### src/rtl/velocity_selector_arbiter.sv
// -----------------------------------------------------------------------------
// velocity_selector_arbiter
//
// Round-robin scheduler that shares one velocity-selector datapath
// (rect->polar->rect rotation unit, start/done handshake) among NUM_REQ
// requesters. The winning requester's x/y operands are latched at grant and
// held on dp_x/dp_y while dp_active is high. When the datapath reports done,
// the rotated result is registered and handed back to the winner with a
// one-cycle ack / res_valid strobe.
//
// Optional feature (compile-time macro VS_ARB_TIMEOUT_EN):
//   A RUN-cycle counter aborts a job that has not seen dp_done after TIMEOUT
//   cycles. The job then completes with res_x = res_y = 0 and res_err = 1.
//   With the macro undefined there is no counter, RUN waits indefinitely and
//   res_err is tied to 0.
//
// Ports:
//   clock      in   rising-edge clock
//   reset      in   asynchronous, active-high reset
//   req        in   [NUM_REQ]        per-requester request level
//   x_in/y_in  in   [NUM_REQ*WIDTH]  packed operands, requester i at [i*WIDTH +: WIDTH]
//   ack        out  [NUM_REQ]        one-hot, one-cycle completion pulse
//   dp_active  out                   enable to the shared datapath
//   dp_x/dp_y  out  [WIDTH]          latched operands to the datapath
//   dp_done    in                    datapath completion pulse
//   dp_x_rot/dp_y_rot in [WIDTH]     datapath results
//   res_x/res_y out [WIDTH]          registered results
//   res_id     out  [ID_W]           index of the served requester
//   res_valid  out                   one-cycle result strobe
//   res_err    out                   job aborted by timeout (qualify with res_valid)
//   busy       out                   high while a job is in RUN or RESP
// -----------------------------------------------------------------------------
module velocity_selector_arbiter #(
  parameter int NUM_REQ = 4,
  parameter int WIDTH   = 16,
  parameter int ID_W    = 2,
  parameter int TIMEOUT = 64
) (
  input  logic                     clock,
  input  logic                     reset,
  input  logic [NUM_REQ-1:0]       req,
  input  logic [NUM_REQ*WIDTH-1:0] x_in,
  input  logic [NUM_REQ*WIDTH-1:0] y_in,
  output logic [NUM_REQ-1:0]       ack,
  output logic                     dp_active,
  output logic [WIDTH-1:0]         dp_x,
  output logic [WIDTH-1:0]         dp_y,
  input  logic                     dp_done,
  input  logic [WIDTH-1:0]         dp_x_rot,
  input  logic [WIDTH-1:0]         dp_y_rot,
  output logic [WIDTH-1:0]         res_x,
  output logic [WIDTH-1:0]         res_y,
  output logic [ID_W-1:0]          res_id,
  output logic                     res_valid,
  output logic                     res_err,
  output logic                     busy
);

  // Elaboration-time parameter sanity checks.
  if (ID_W < $clog2(NUM_REQ)) begin : g_bad_id_w
    $error("ID_W is too narrow to index NUM_REQ requesters");
  end
  if (TIMEOUT < 1) begin : g_bad_timeout
    $error("TIMEOUT must be at least 1");
  end

  typedef enum logic [1:0] {
    IDLE = 2'd0,
    RUN  = 2'd1,
    RESP = 2'd2
  } state_t;

  localparam logic [NUM_REQ-1:0] ACK_ONE = {{(NUM_REQ-1){1'b0}}, 1'b1};

  state_t                 state_q,     state_d;
  logic [ID_W-1:0]        rr_q,        rr_d;
  logic                   dp_active_q, dp_active_d;
  logic [WIDTH-1:0]       dp_x_q,      dp_x_d;
  logic [WIDTH-1:0]       dp_y_q,      dp_y_d;
  logic [WIDTH-1:0]       res_x_q,     res_x_d;
  logic [WIDTH-1:0]       res_y_q,     res_y_d;
  logic [ID_W-1:0]        res_id_q,    res_id_d;
  logic                   res_valid_q, res_valid_d;
  logic [NUM_REQ-1:0]     ack_q,       ack_d;

  logic                   timeout_hit;

`ifdef VS_ARB_TIMEOUT_EN
  localparam int CNT_W = $clog2(TIMEOUT + 1);
  logic [CNT_W-1:0]       cnt_q,       cnt_d;
  logic                   res_err_q,   res_err_d;

  // The counter reads 0 in the first RUN cycle, so matching TIMEOUT-1 ends
  // the job after exactly TIMEOUT cycles of dp_active.
  assign timeout_hit = (state_q == RUN) && (cnt_q == CNT_W'(TIMEOUT - 1));
`else
  assign timeout_hit = 1'b0;
`endif

  // Unpack the operand buses so the winner can select with a plain index.
  logic [WIDTH-1:0] x_arr [NUM_REQ];
  logic [WIDTH-1:0] y_arr [NUM_REQ];

  always_comb begin
    for (int i = 0; i < NUM_REQ; i++) begin
      x_arr[i] = x_in[i*WIDTH +: WIDTH];
      y_arr[i] = y_in[i*WIDTH +: WIDTH];
    end
  end

  // Round-robin pick: first requester at or above rr_q, wrapping at NUM_REQ.
  logic [ID_W-1:0] winner;

  always_comb begin : rr_search
    logic            found;
    logic [ID_W-1:0] idx;
    winner = '0;
    found  = 1'b0;
    for (int k = 0; k < NUM_REQ; k++) begin
      idx = ID_W'((int'(rr_q) + k) % NUM_REQ);
      if (!found && req[idx]) begin
        winner = idx;
        found  = 1'b1;
      end
    end
  end

  // Next-state and datapath-register logic.
  always_comb begin
    // NOTE: every signal driven here gets a default first so no path can
    // leave it unassigned; otherwise synthesis infers a latch.
    state_d     = state_q;
    rr_d        = rr_q;
    dp_active_d = dp_active_q;
    dp_x_d      = dp_x_q;
    dp_y_d      = dp_y_q;
    res_x_d     = res_x_q;
    res_y_d     = res_y_q;
    res_id_d    = res_id_q;
    res_valid_d = 1'b0;
    ack_d       = '0;
`ifdef VS_ARB_TIMEOUT_EN
    cnt_d       = cnt_q;
    res_err_d   = res_err_q;
`endif

    unique case (state_q)
      IDLE: begin
        // dp_done is deliberately not looked at here: a stale or held-high
        // done must never produce a result.
        if (|req) begin
          state_d     = RUN;
          res_id_d    = winner;
          dp_x_d      = x_arr[winner];
          dp_y_d      = y_arr[winner];
          dp_active_d = 1'b1;
          rr_d        = (int'(winner) == NUM_REQ - 1) ? '0 : winner + ID_W'(1);
`ifdef VS_ARB_TIMEOUT_EN
          cnt_d       = '0;
`endif
        end
      end

      RUN: begin
        if (dp_done || timeout_hit) begin
          state_d     = RESP;
          dp_active_d = 1'b0;
          res_valid_d = 1'b1;
          ack_d       = ACK_ONE << res_id_q;
        end
        // A done arriving together with the timeout still counts as success.
        if (dp_done) begin
          res_x_d = dp_x_rot;
          res_y_d = dp_y_rot;
`ifdef VS_ARB_TIMEOUT_EN
          res_err_d = 1'b0;
`endif
        end else if (timeout_hit) begin
          res_x_d = '0;
          res_y_d = '0;
`ifdef VS_ARB_TIMEOUT_EN
          res_err_d = 1'b1;
`endif
        end
`ifdef VS_ARB_TIMEOUT_EN
        else begin
          cnt_d = cnt_q + CNT_W'(1);
        end
`endif
      end

      RESP: begin
        // Single-cycle response slot; a new grant can only follow it.
        state_d = IDLE;
      end

      default: begin
        state_d = IDLE;
      end
    endcase
  end

  always_ff @(posedge clock or posedge reset) begin
    if (reset) begin
      state_q     <= IDLE;
      rr_q        <= '0;
      dp_active_q <= 1'b0;
      dp_x_q      <= '0;
      dp_y_q      <= '0;
      res_x_q     <= '0;
      res_y_q     <= '0;
      res_id_q    <= '0;
      res_valid_q <= 1'b0;
      ack_q       <= '0;
`ifdef VS_ARB_TIMEOUT_EN
      cnt_q       <= '0;
      res_err_q   <= 1'b0;
`endif
    end else begin
      // NOTE: state registers use non-blocking assignments so every flop
      // samples the pre-edge values, independent of statement order.
      state_q     <= state_d;
      rr_q        <= rr_d;
      dp_active_q <= dp_active_d;
      dp_x_q      <= dp_x_d;
      dp_y_q      <= dp_y_d;
      res_x_q     <= res_x_d;
      res_y_q     <= res_y_d;
      res_id_q    <= res_id_d;
      res_valid_q <= res_valid_d;
      ack_q       <= ack_d;
`ifdef VS_ARB_TIMEOUT_EN
      cnt_q       <= cnt_d;
      res_err_q   <= res_err_d;
`endif
    end
  end

  assign ack       = ack_q;
  assign dp_active = dp_active_q;
  assign dp_x      = dp_x_q;
  assign dp_y      = dp_y_q;
  assign res_x     = res_x_q;
  assign res_y     = res_y_q;
  assign res_id    = res_id_q;
  assign res_valid = res_valid_q;
  assign busy      = (state_q != IDLE);
`ifdef VS_ARB_TIMEOUT_EN
  assign res_err   = res_err_q;
`else
  assign res_err   = 1'b0;
`endif

endmodule

### config.mk
export PLATFORM = sky130hd
export DESIGN_NAME = velocity_selector_arbiter
export DESIGN_NICKNAME = d
export VERILOG_FILES = /design/src/rtl/velocity_selector_arbiter.sv
export SDC_FILE = /design/constraint.sdc
export NUM_CORES = 1
export LEC_CHECK = 0
export ABC_AREA = 1
export BUFFER_PORTS_ARGS = -buffer_cell sky130_fd_sc_hd__buf_2
export CORE_ASPECT_RATIO = 1.4
export CORE_MARGIN = 3
export CORE_UTILIZATION = 30
export DETAILED_ROUTE_END_ITERATION = 8
export PLACE_DENSITY = 0.55
export SLEW_MARGIN = 30
export SYNTH_ARGS = -nofsm -noshare
export SYNTH_HDL_FRONTEND = slang
export SYNTH_SLANG_ARGS = --single-unit
export TNS_END_PERCENT = 30
### constraint.sdc
create_clock -name clock -period 2.1 [get_ports clock]
set_input_delay 0.21 -clock clock [delete_from_list [all_inputs] [get_ports clock]]
set_output_delay 0.21 -clock clock [all_outputs]
set_load 0.005 [all_outputs]
==> Word level (Yosys, flattened, before mapping) <==
Cells that the tools add are included.
{ "totals": {"reg_bits": 76, "input_bits": 167} }
{ "classes": {"addsub": 4, "n_lt_le_gt_ge": 5, "n_eq_ne": 4, "shifts": 1, "muxes": 32, "n_bitwise": 1, "reduce_logical": 14} }
{ "op_table": {"columns": ["operator", "n"], "rows": [
  ["$bmux 16 s2", 2],
  ["$mux 16", 4],
  ["$mux 2", 7],
  ["$lt 2x3->1 const B", 4],
  ["$mux 1", 11],
  ["$bmux 1 s2", 4],
  ["$mux 4", 2],
  ["$reduce_and 2->1", 3],
  ["$add 2x1->2 const B", 2],
  ["$add 2x2->2 const B", 2],
  ["$eq 2x1->1 const B", 2],
  ["$ne 2x2->1 const B", 2],
  ["$pmux 2 s2", 1],
  ["$reduce_bool 2->1", 2],
  ["$reduce_or 4->1", 1],
  ["$shl 1x2->4 const A", 1],
  ["$ge 3x3->1 const B", 1],
  ["$logic_and 1x1->1", 3],
  ["$logic_not 1->1", 3],
  ["$not 2->3", 1],
  ["$reduce_and 3->1", 1],
  ["$logic_not 2->1", 1],
  ["$pmux 1 s2", 1]
]} }

==> Logic depth before layout (Yosys ltp) <==
Gate-level depths: netlist (run 1).
{ "logic_depth": {"word_depth": 16, "depth_mapped": 18} }

==> Least setup slack after synthesis (run 1) <==
Ideal clock, no wire load.
{ "synth_timing": {"path_kind": "reg2reg", "from": "register rr_q[0]", "to": "register rr_q[1]", "setup_time_ns": 0.133, "arrival_time_ns": 1.800, "slack_ns": 0.167, "path_stages_with_launch": 17, "cell_sequence": "dfrtp_1 -> buf_4 -> inv_4 -> nand2_1 -> nand3_1 -> nand2_1 -> inv_1 -> nand2_1 -> nand2_1 -> nand2_1 -> nand2_2 -> nand2_1 -> buf_6 -> buf_4 -> ha_1 -> nand2_1 -> o21ai_0"} }
{ "synth_via": {"elab_chain_cells": 14} }
{ "synth_lines": {"columns": ["element", "line_no", "text"], "rows": [
  ["from (decl)", "76", "logic [ID_W-1:0] rr_q, rr_d;"],
  ["from (signal assigned)", "223", "rr_q <= rr_d;"],
  ["parallel branches: the longest is 11 deep, another holds $add 2x1->2", null, null],
  ["$mux 2 *", "121", "if (!found && req[idx]) begin"],
  ["via winner[0]", "112", "logic [ID_W-1:0] winner;"],
  ["$add 2x1->2 or $eq 2x1->1 (tied branches)", "157", "rr_d = (int'(winner) == NUM_REQ - 1) ? '0 : winner + ID_W'(1);"],
  ["$mux 2 *", "157", null]
]} }
Mark *: on every way through the listed nets, which the timed path passes. The select of a mux whose other input is x is not followed.
A chain may end at the register's enable or synchronous reset.

==> Worst setup path in the final report (run 1) <==
{ "layout_timing": {"from": "register rr_q[0]", "to": "register dp_x_q[6], in the netlist dp_x[6]"} }
{ "layout_via": {"elab_chain_cells": 16} }
{ "layout_lines": {"columns": ["element", "line_no", "text"], "rows": [
  ["parallel branches: the longest is 11 deep, another holds $add 2x1->2", null, null],
  ["$mux 2 *", "121", null],
  ["$not 2->3 (implied by the code) *", "154", "dp_x_d = x_arr[winner];"],
  ["$bmux 16 s2 *", "154", null],
  ["$mux 16 (implied by the code) * (2 in a row)", "154", null],
  ["to (signal assigned)", "225", "dp_x_q <= dp_x_d;"],
  ["to (decl)", "78", "logic [WIDTH-1:0] dp_x_q, dp_x_d;"]
]} }
Every way passes the cells marked *. The select of a mux whose other input is x is not followed.

==> results of run 1 <==
-- final cells by class --
type	instances	area [um2]	area share [%]
Clock inverter	6	113	1.60
Clock buffer	9	225	3.20
Sequential cell	76	1900	27.1
Inverter	144	547	7.78
Tap cell	192	240	3.42
Multi-Input combinational cell	481	2260	32.2
Timing Repair Buffer	287	1730	24.7
Antenna cell	2	5.00	0.0712
-- layout by cell type, fill, tap and decap left out, types with 2 or more instances in the layout --
master | Yosys | layout
sky130_fd_sc_hd__buf_12 | 0 | 7
sky130_fd_sc_hd__buf_2 | 18 | 239
sky130_fd_sc_hd__buf_4 | 11 | 30
sky130_fd_sc_hd__buf_6 | 1 | 6
sky130_fd_sc_hd__buf_8 | 0 | 2
sky130_fd_sc_hd__bufinv_16 | 0 | 3
sky130_fd_sc_hd__clkbuf_16 | 0 | 12
sky130_fd_sc_hd__dfrtp_1 | 76 | 75
sky130_fd_sc_hd__diode_2 | 0 | 2
sky130_fd_sc_hd__inv_1 | 140 | 139
sky130_fd_sc_hd__inv_2 | 2 | 2
sky130_fd_sc_hd__nand2_1 | 320 | 292
sky130_fd_sc_hd__nand2_2 | 3 | 27
sky130_fd_sc_hd__nand2_4 | 0 | 4
sky130_fd_sc_hd__nand3_1 | 132 | 116
sky130_fd_sc_hd__nand3_2 | 1 | 16
sky130_fd_sc_hd__nor2_4 | 2 | 5
sky130_fd_sc_hd__nor3_1 | 4 | 4
sky130_fd_sc_hd__o21ai_1 | 1 | 2
-- worst max-delay path by stage --
stage / slack (ns) / to / startpoint
6_report: -0.02 / dp_x[6]$_DFFE_PP0P_ / rr_q[0]$_DFFE_PP0P_
5_1_grt: -0.15 / dp_x[13]$_DFFE_PP0P_ / rr_q[0]$_DFFE_PP0P_
4_1_cts: -0.001 / rr_q[1]$_DFFE_PP0P_ / rr_q[0]$_DFFE_PP0P_
3_5_place_dp: -0.27 / dp_x[6]$_DFFE_PP0P_ / rr_q[0]$_DFFE_PP0P_
3_3_place_gp: -0.24 / dp_x[6]$_DFFE_PP0P_ / rr_q[0]$_DFFE_PP0P_
2_1_floorplan: 0.17 / rr_q[1]$_DFFE_PP0P_ / rr_q[0]$_DFFE_PP0P_
-- sequential cells by signal, indices dropped and copies added, names as in the netlist --
signal     flops
state_q        2
ack            4
res_y         16
dp_x          16
res_x         16
rr_q           2
dp_active      1
res_valid      1
dp_y          16
res_id         2
-- worst reg2reg max path: cells and delay by family, from the launching register on --
kind | cells | cell delay (ns)
buffers and inverters | 3 | 0.46
flip-flops | 1 | 0.46
AND/OR/NAND/NOR | 12 | 1.07
-- timing repair --
| action | in CTS | in global routing |
|---|---|---|
| endpoints found under the setup margin | 34 | 34 |
| gates cloned | 1 | 4 |
| pin swaps | 3 | 19 |
| setup buffers | 4 | 12 |
| resized for setup | 5 | 59 |
-- per-layer routing --
metal	vias up	track usage, %
met3	20	3.87
li1	2726	-
met1	2383	20.8
met5	-	0
met4	0	5.56
met2	195	32.4
-- power groups by stage --
stage | sequential, mW | clock, mW | combinational [mW]
after global routing | 2.65 | 1.88 | 9.64
after CTS | 2.58 | 1.82 | 7.32
after detailed placement | 2.59 | 0 | 6.99
final | 2.57 | 1.77 | 8.56
after floorplan | 2.61 | 0 | 4.61
after global placement | 2.58 | 0 | 6.98
-- cells by family (layout without fill, tap and decap cells) --
group | Yosys count | after routing
AOI/OAI and AO/OA | 8 | 8
buffers and inverters | 187 | 446
adders and majority gates | 1 | 1
other | 1 | 3
and+or+nand+nor | 470 | 471
DFF | 76 | 76
-- stage by stage --
stage          hold slack, ns  utilization (%)
2_1_floorplan           0.296                -
3_3_place_gp            0.363             40.8
3_5_place_dp            0.366             40.8
4_1_cts               0.00131             43.5
5_1_grt                0.0156             46.1
6_report              -0.0200             46.1
==> flow_summary_export.csv, run 1 <==
group,metric,value,unit
status,status,"finished with violations",
status,violations,"hold timing, setup timing",
drt,route.detailed.vias_per_inst,4.45,
setup_path,worst-r2r-setup-slack,-0.02,ns
yosys,synthCells,743,
yosys,post_synth_most_frequent_cells,"320 x sky130_fd_sc_hd__nand2_1, 140 x sky130_fd_sc_hd__inv_1, 132 x sky130_fd_sc_hd__nand3_1, 76 x sky130_fd_sc_hd__dfrtp_1, 18 x sky130_fd_sc_hd__buf_2",
yosys,synth-compound-area-share,1.09,%
setup_path,largest_delay_contributor_family_on_the_critical_path,"simple AND/OR/NAND/NOR gates",
drt,detailedRoute.firstPassIterationCount,4,
power_and_ir_drop,max-vdd-ir-drop,1.05,mV
setup_path,crit_path_cell_chain,"buf_6 > nand2_2 > nand2_2 > nand2_2 > nand2_4 > nor2_4 > nand4_1 > nand2_4 > buf_6 > clkbuf_16 > nand2_1 > nand3_2 > nand2_1 > nand2_1 > nand2_1",
clocking,cts_tree,"built",
yosys,syn-num-nets,911,
drt,route.detailed.drc,0,
clocking,source_to_sink_clock_delay_at_the_later_pin_of_the_worst_skew_pair,0.33,ns
flow_run,maxCapViolations,0,
yosys,count_of_different_cell_masters_after_synthesis,32,
drt,wirelength_met1,6.41,mm
power_and_ir_drop,intPower,7.10,mW
clocking,clkSlewWorstSetupHoldPaths,0.06,ns
yosys,synth.area.top_cells,"sky130_fd_sc_hd__dfrtp_1 40%, sky130_fd_sc_hd__nand2_1 25%, sky130_fd_sc_hd__nand3_1 14%",
power_and_ir_drop,proportion_of_power_drawn_by_the_clock_network,13.7,%
setup_path,reg2regPathDepth,15,
timing,tns,-0.0212,ns
clocking,tritoncts_num_sinks,76,
timing,timing_max_transition_violations_final,0,
drt,wirelength,16.4,mm
setup_path,critical_path_start_end_classification,"reg -> reg",
setup_path,crit_buf_inv,3,
layout,post-route-cell-area,7030,um2
layout,fillCellCount,1673,
placed_design,detailed_place_hpwl,11.6,mm
yosys,synth_simple_gate_area_share,41.9,%
timing,final.setup_skew,0.00731,ns
power_and_ir_drop,leakagePower,4.44,nW
layout,area_growth,48.8,%
timing,final.hold.worst_slack,-0.0200,ns
setup_path,worstPathArrival,2.33,ns
grt,grt_antenna_before_repair,2,
clocking,cts_hold_repair.buffers,0,
setup_path,worst_path_max_delay_cell,"sky130_fd_sc_hd__dfrtp_2",
grt,grt_first_pass_wirelength,25.0,mm
power_and_ir_drop,p_total,12.9,mW
clocking,cts_max_level,3,
layout,finish.cell_count_without_fillers,1197,
layout,layout.nets,1167,
setup_path,critical_path_start_type,"flip-flop",
yosys,synth_top_area_share,40.3,%
drt,final_antenna_net_count,0,
grt,via_count_of_the_first_global_routing_pass,4980,
setup_path,critical_path.reg2reg.endpoint,"dp_x[6]$_DFFE_PP0P_",
setup_path,critical-path-max-stage-delay,0.46,ns
timing,setup-violations-final,2,
setup_path,worst_ep_required,2.32,ns
setup_path,crit_top_cell,"sky130_fd_sc_hd__nand2_1",
power_and_ir_drop,power.combinational.fraction,66.3,%
clocking,clock_path_buffers,2,
setup_path,setup.worst_path.end_class,"flip-flop",
floorplan,width_of_the_chip,112,um
power_and_ir_drop,power.share.switching,45.0,%
floorplan,core,15300,um2
yosys,yosys.area_share.xor_xnor,0,%
drt,top_signal_layer_used,"met4",
timing,period_minus_slack,2.12,ns
yosys,synth.most_common_cell,"sky130_fd_sc_hd__nand2_1",
drt,via_count,5324,
clocking,cts_bufs_inserted,9,
yosys,synth.mux.area_fraction,0,%
placed_design,area_of_placed_instances,6230,um2
yosys,postSynthRegisterBits,76,
setup_path,worst_r2r_startpoint,"rr_q[0]$_DFFE_PP0P_",
placed_design,gp_congestion,0.874,
timing,grt_setup_unrepaired,"true",
yosys,syn_avg_cell_area,6.36,um2
yosys,post_synth_instance_area,4720,um2
drt,drt_iter0_drc,271,
power_and_ir_drop,switching_power,5.80,mW
drt,dr_wl_met2,8.73,mm
timing,min_period_over_period,101,%
floorplan,ioPinCount,241,
grt,largest_net_degree_at_the_start_of_global_routing,77,
floorplan,effective_utilization_at_floorplan,31.0,%
setup_path,critPathMaxFanout,7,
yosys,yosysSeqAreaShare,40.3,%
timing,max_freq,473,MHz
power_and_ir_drop,sequentialPowerShare,19.9,%
floorplan,die-area,17300,um2
yosys,postSynth.asyncResetShare,100,%
drt,detail_route.wl_per_cell,13.7,um
min_path,timing.hold.worst.class,"in -> async",
floorplan,floorplan.die.height,154,um
placed_design,preCtsSetupSlack,-0.273,ns
power_and_ir_drop,p_per_area,1840,nW/um2
timing,fin_ws,-0.0157,ns
setup_path,critical_path_depth,15,
grt,grtUsageTotal,17.8,%
drt,wl_met3,949,um
yosys,synthesis.yosys.warnings,0,
grt,overflow,0,
layout,layout_cell_share_with_drive_strength_beyond_1,36.2,%
yosys,post_synth_fa_ha_maj_area_fraction,0.265,%
yosys,synth_top_family_by_area,"simple AND/OR/NAND/NOR gates",
floorplan,std_cell_rows,53,
yosys,yosys_most_used_dff,"sky130_fd_sc_hd__dfrtp_1",
yosys,cell_type_with_the_largest_total_area_after_synthesis,"sky130_fd_sc_hd__dfrtp_1",
placed_design,count_of_input_and_output_buffers,239,
yosys,synth-edff-count,0,
clocking,cts_root_buffer,"sky130_fd_sc_hd__clkbuf_16",
timing,final_hold_viol_count,9,
placed_design,number_of_cells_after_detailed_placement,1159,
No activity file was read; power rests on OpenSTA's default activity.
==> inputs of run 2 (changes only) <==
Settings changed: ABC_AREA 1 to 0, PLACE_DENSITY 0.55 to 0.54.
Clock period 2.1 ns to 2.5 ns, I/O delays scaled along.
==> flow_summary_export.csv, run 2 <==
group,metric,value,unit
status,status,"complete, no violations",
drt,route.detailed.vias_per_inst,4.83,
floorplan,floorplan.die.height,147,um
drt,drt_iter0_drc,206,
setup_path,worst_path_max_delay_cell,"sky130_fd_sc_hd__buf_4",
timing,max_freq,476,MHz
drt,final_antenna_net_count,0,
timing,timing_max_transition_violations_final,0,
timing,min_period_over_period,84.0,%
clocking,source_to_sink_clock_delay_at_the_later_pin_of_the_worst_skew_pair,0.33,ns
setup_path,critical_path_start_end_classification,"reg -> reg",
grt,grtUsageTotal,17.1,%
drt,via_count,3976,
clocking,clock_path_buffers,2,
timing,final.hold.worst_slack,0.0332,ns
timing,fin_ws,0.400,ns
yosys,yosys_most_used_dff,"sky130_fd_sc_hd__dfrtp_1",
setup_path,crit_buf_inv,1,
clocking,post_cts_buffers,0,
timing,tns,0,ns
setup_path,worst_ep_required,2.69,ns
placed_design,gp_congestion,0.793,
clocking,cts_hold_repair.buffers,0,
yosys,postSynthRegisterBits,76,
yosys,synth.most_common_cell,"sky130_fd_sc_hd__nand2_1",
drt,detail_route.wl_per_cell,16.6,um
setup_path,setup.worst_path.end_class,"flip-flop",
setup_path,crit_path_cell_chain,"or2_1 > or2_1 > nor3_4 > buf_4 > a211oi_2",
flow_run,maxCapViolations,0,
clocking,tritoncts_num_sinks,76,
layout,layout_cell_share_with_drive_strength_beyond_1,51.9,%
placed_design,count_of_input_and_output_buffers,239,
timing,final.setup_skew,0.00607,ns
drt,detailedRoute.firstPassIterationCount,4,
yosys,syn_avg_cell_area,10.3,um2
timing,worst-slew-pin-transition,0.803,ns
timing,setup-violations-final,0,
setup_path,reg2regPathDepth,5,
drt,wirelength,13.7,mm
grt,grt_first_pass_wirelength,21.4,mm
min_path,timing.hold.worst.class,"in -> async",
clocking,clkSlewWorstSetupHoldPaths,0.06,ns
floorplan,die-area,15600,um2
yosys,synth_top_area_share,44.9,%
yosys,syn-num-nets,578,
layout,layout.nets,805,
yosys,synthesis.yosys.warnings,0,
setup_path,crit_top_cell,"sky130_fd_sc_hd__or2_1",
yosys,yosysSeqAreaShare,44.9,%
layout,layout_common_cells,"239 x sky130_fd_sc_hd__buf_2, 106 x sky130_fd_sc_hd__nand2_1, 76 x sky130_fd_sc_hd__dfrtp_1",
setup_path,critical_path_start_type,"flip-flop",
grt,grt_antenna_before_repair,0,
clocking,cts_root_buffer,"sky130_fd_sc_hd__clkbuf_16",
grt,largest_net_degree_at_the_start_of_global_routing,41,
setup_path,worst-r2r-setup-slack,0.40,ns
power_and_ir_drop,leakagePower,2.90,nW
clocking,cts_tree,"built",
floorplan,effective_utilization_at_floorplan,31.2,%
placed_design,number_of_cells_after_detailed_placement,808,
grt,overflow,0,
power_and_ir_drop,p_total,6.71,mW
timing,final_hold_viol_count,0,
power_and_ir_drop,p_per_area,1140,nW/um2
setup_path,worstPathArrival,2.29,ns
floorplan,width_of_the_chip,106,um
yosys,post_synth_most_frequent_cells,"106 x sky130_fd_sc_hd__nand2_1, 76 x sky130_fd_sc_hd__dfrtp_1, 57 x sky130_fd_sc_hd__a211oi_2, 36 x sky130_fd_sc_hd__nor2_1, 33 x sky130_fd_sc_hd__mux2i_1",
setup_path,critPathMaxFanout,29,
floorplan,std_cell_rows,50,
floorplan,ioPinCount,241,
clocking,cts_bufs_inserted,9,
yosys,postSynth.asyncResetShare,100,%
clocking,cts_max_level,3,
yosys,post_synth_instance_area,4240,um2
grt,via_count_of_the_first_global_routing_pass,4145,
floorplan,core,13600,um2
yosys,synth-edff-count,0,
layout,leading_cell_type_in_the_layout_fill_and_taps_excluded,"sky130_fd_sc_hd__buf_2",
placed_design,detailed_place_hpwl,10.1,mm
power_and_ir_drop,max-vdd-ir-drop,0.418,mV
timing,grt_setup_unrepaired,"false",
layout,finish.cell_count_without_fillers,823,
setup_path,largest_delay_contributor_family_on_the_critical_path,"simple AND/OR/NAND/NOR gates",
clocking,post_cts.resized_instances,0,
yosys,cell_type_with_the_largest_total_area_after_synthesis,"sky130_fd_sc_hd__dfrtp_1",
drt,route.detailed.drc,0,
yosys,count_of_different_cell_masters_after_synthesis,34,
yosys,synth.area.top_cells,"sky130_fd_sc_hd__dfrtp_1 45%, sky130_fd_sc_hd__a211oi_2 17%, sky130_fd_sc_hd__nand2_1 9.4%",
setup_path,worst_r2r_startpoint,"state_q[0]$_DFFE_PP0P_",
timing,max_slew_margin,46.5,%
yosys,synthCells,410,
timing,period_minus_slack,2.10,ns
setup_path,critical_path.reg2reg.endpoint,"dp_y[5]$_DFFE_PP0P_",
setup_path,critical-path-max-stage-delay,0.48,ns
placed_design,preCtsSetupSlack,0.375,ns
layout,area_growth,38.9,%
run 2: cell families after synthesis:
logic type	count (synthesis)	synth area share (%)
multiplexers	33	7.80
AO/OA/AOI/OAI	103	26.1
other	1	0.0885
AND/OR/NAND/NOR	157	15.3
flip-flops	76	44.9
buffers and inverters	39	5.58
adder cells (fa/ha/maj)	1	0.295
run 2: area by class of cell:
cell class              instances  area [um2]
multi-input cells             295        2110
inverters                       5        20.0
diodes                          1        2.50
repair buffers                250        1320
well taps                     182         228
fillers                      1370        7690
clock inverters                 4        76.3
flip-flops and latches         76        1900
clock buffers                  10         229
run 2: metal layers:
metal	share of wire, %	global-route usage [%]	vias up
met5	0	0	-
met4	1.7	6.21	0
met3	9.2	4.69	16
met2	51	30.2	181
met1	39	19.8	1872
li1	-	-	1907
run 2: power breakdown:
group          switching [mW]  internal (mW)
combinational            1.78           1.40
clock                   0.508          0.865
sequential              0.335           1.82
total                    2.63           4.08
run 2: per-stage QoR:
| step | utilization, % | instance area (um2) |
|---|---|---|
| after detailed placement | 41.1 | 5580 |
| after CTS | 43.3 | 5880 |
| after global placement | 41.1 | 5580 |
| after floorplan | - | 4240 |
| after global routing | 43.3 | 5880 |
| final | 43.3 | 5880 |
run 2: how the worst max path moves through the flow:
stage	start	to	slack, ns	depth (start not counted)
finish	state_q[0]$_DFFE_PP0P_	dp_y[5]$_DFFE_PP0P_	0.40	5
global route	state_q[0]$_DFFE_PP0P_	dp_x[15]$_DFFE_PP0P_	0.22	5
CTS	state_q[0]$_DFFE_PP0P_	dp_y[15]$_DFFE_PP0P_	0.37	5
detailed placement	state_q[0]$_DFFE_PP0P_	dp_y[3]$_DFFE_PP0P_	0.38	5
global placement	state_q[0]$_DFFE_PP0P_	dp_x[15]$_DFFE_PP0P_	0.47	5
floorplan	reset	ack[0]$_DFF_PP0_	0.31	1
run 2: worst reg2reg max path, stage by stage, from the launching register on:
cell and delay (ns):
sky130_fd_sc_hd__dfrtp_1 0.37, sky130_fd_sc_hd__or2_1 0.26, sky130_fd_sc_hd__or2_1 0.36, sky130_fd_sc_hd__nor3_4 0.32, sky130_fd_sc_hd__buf_4 0.49, sky130_fd_sc_hd__a211oi_2 0.18
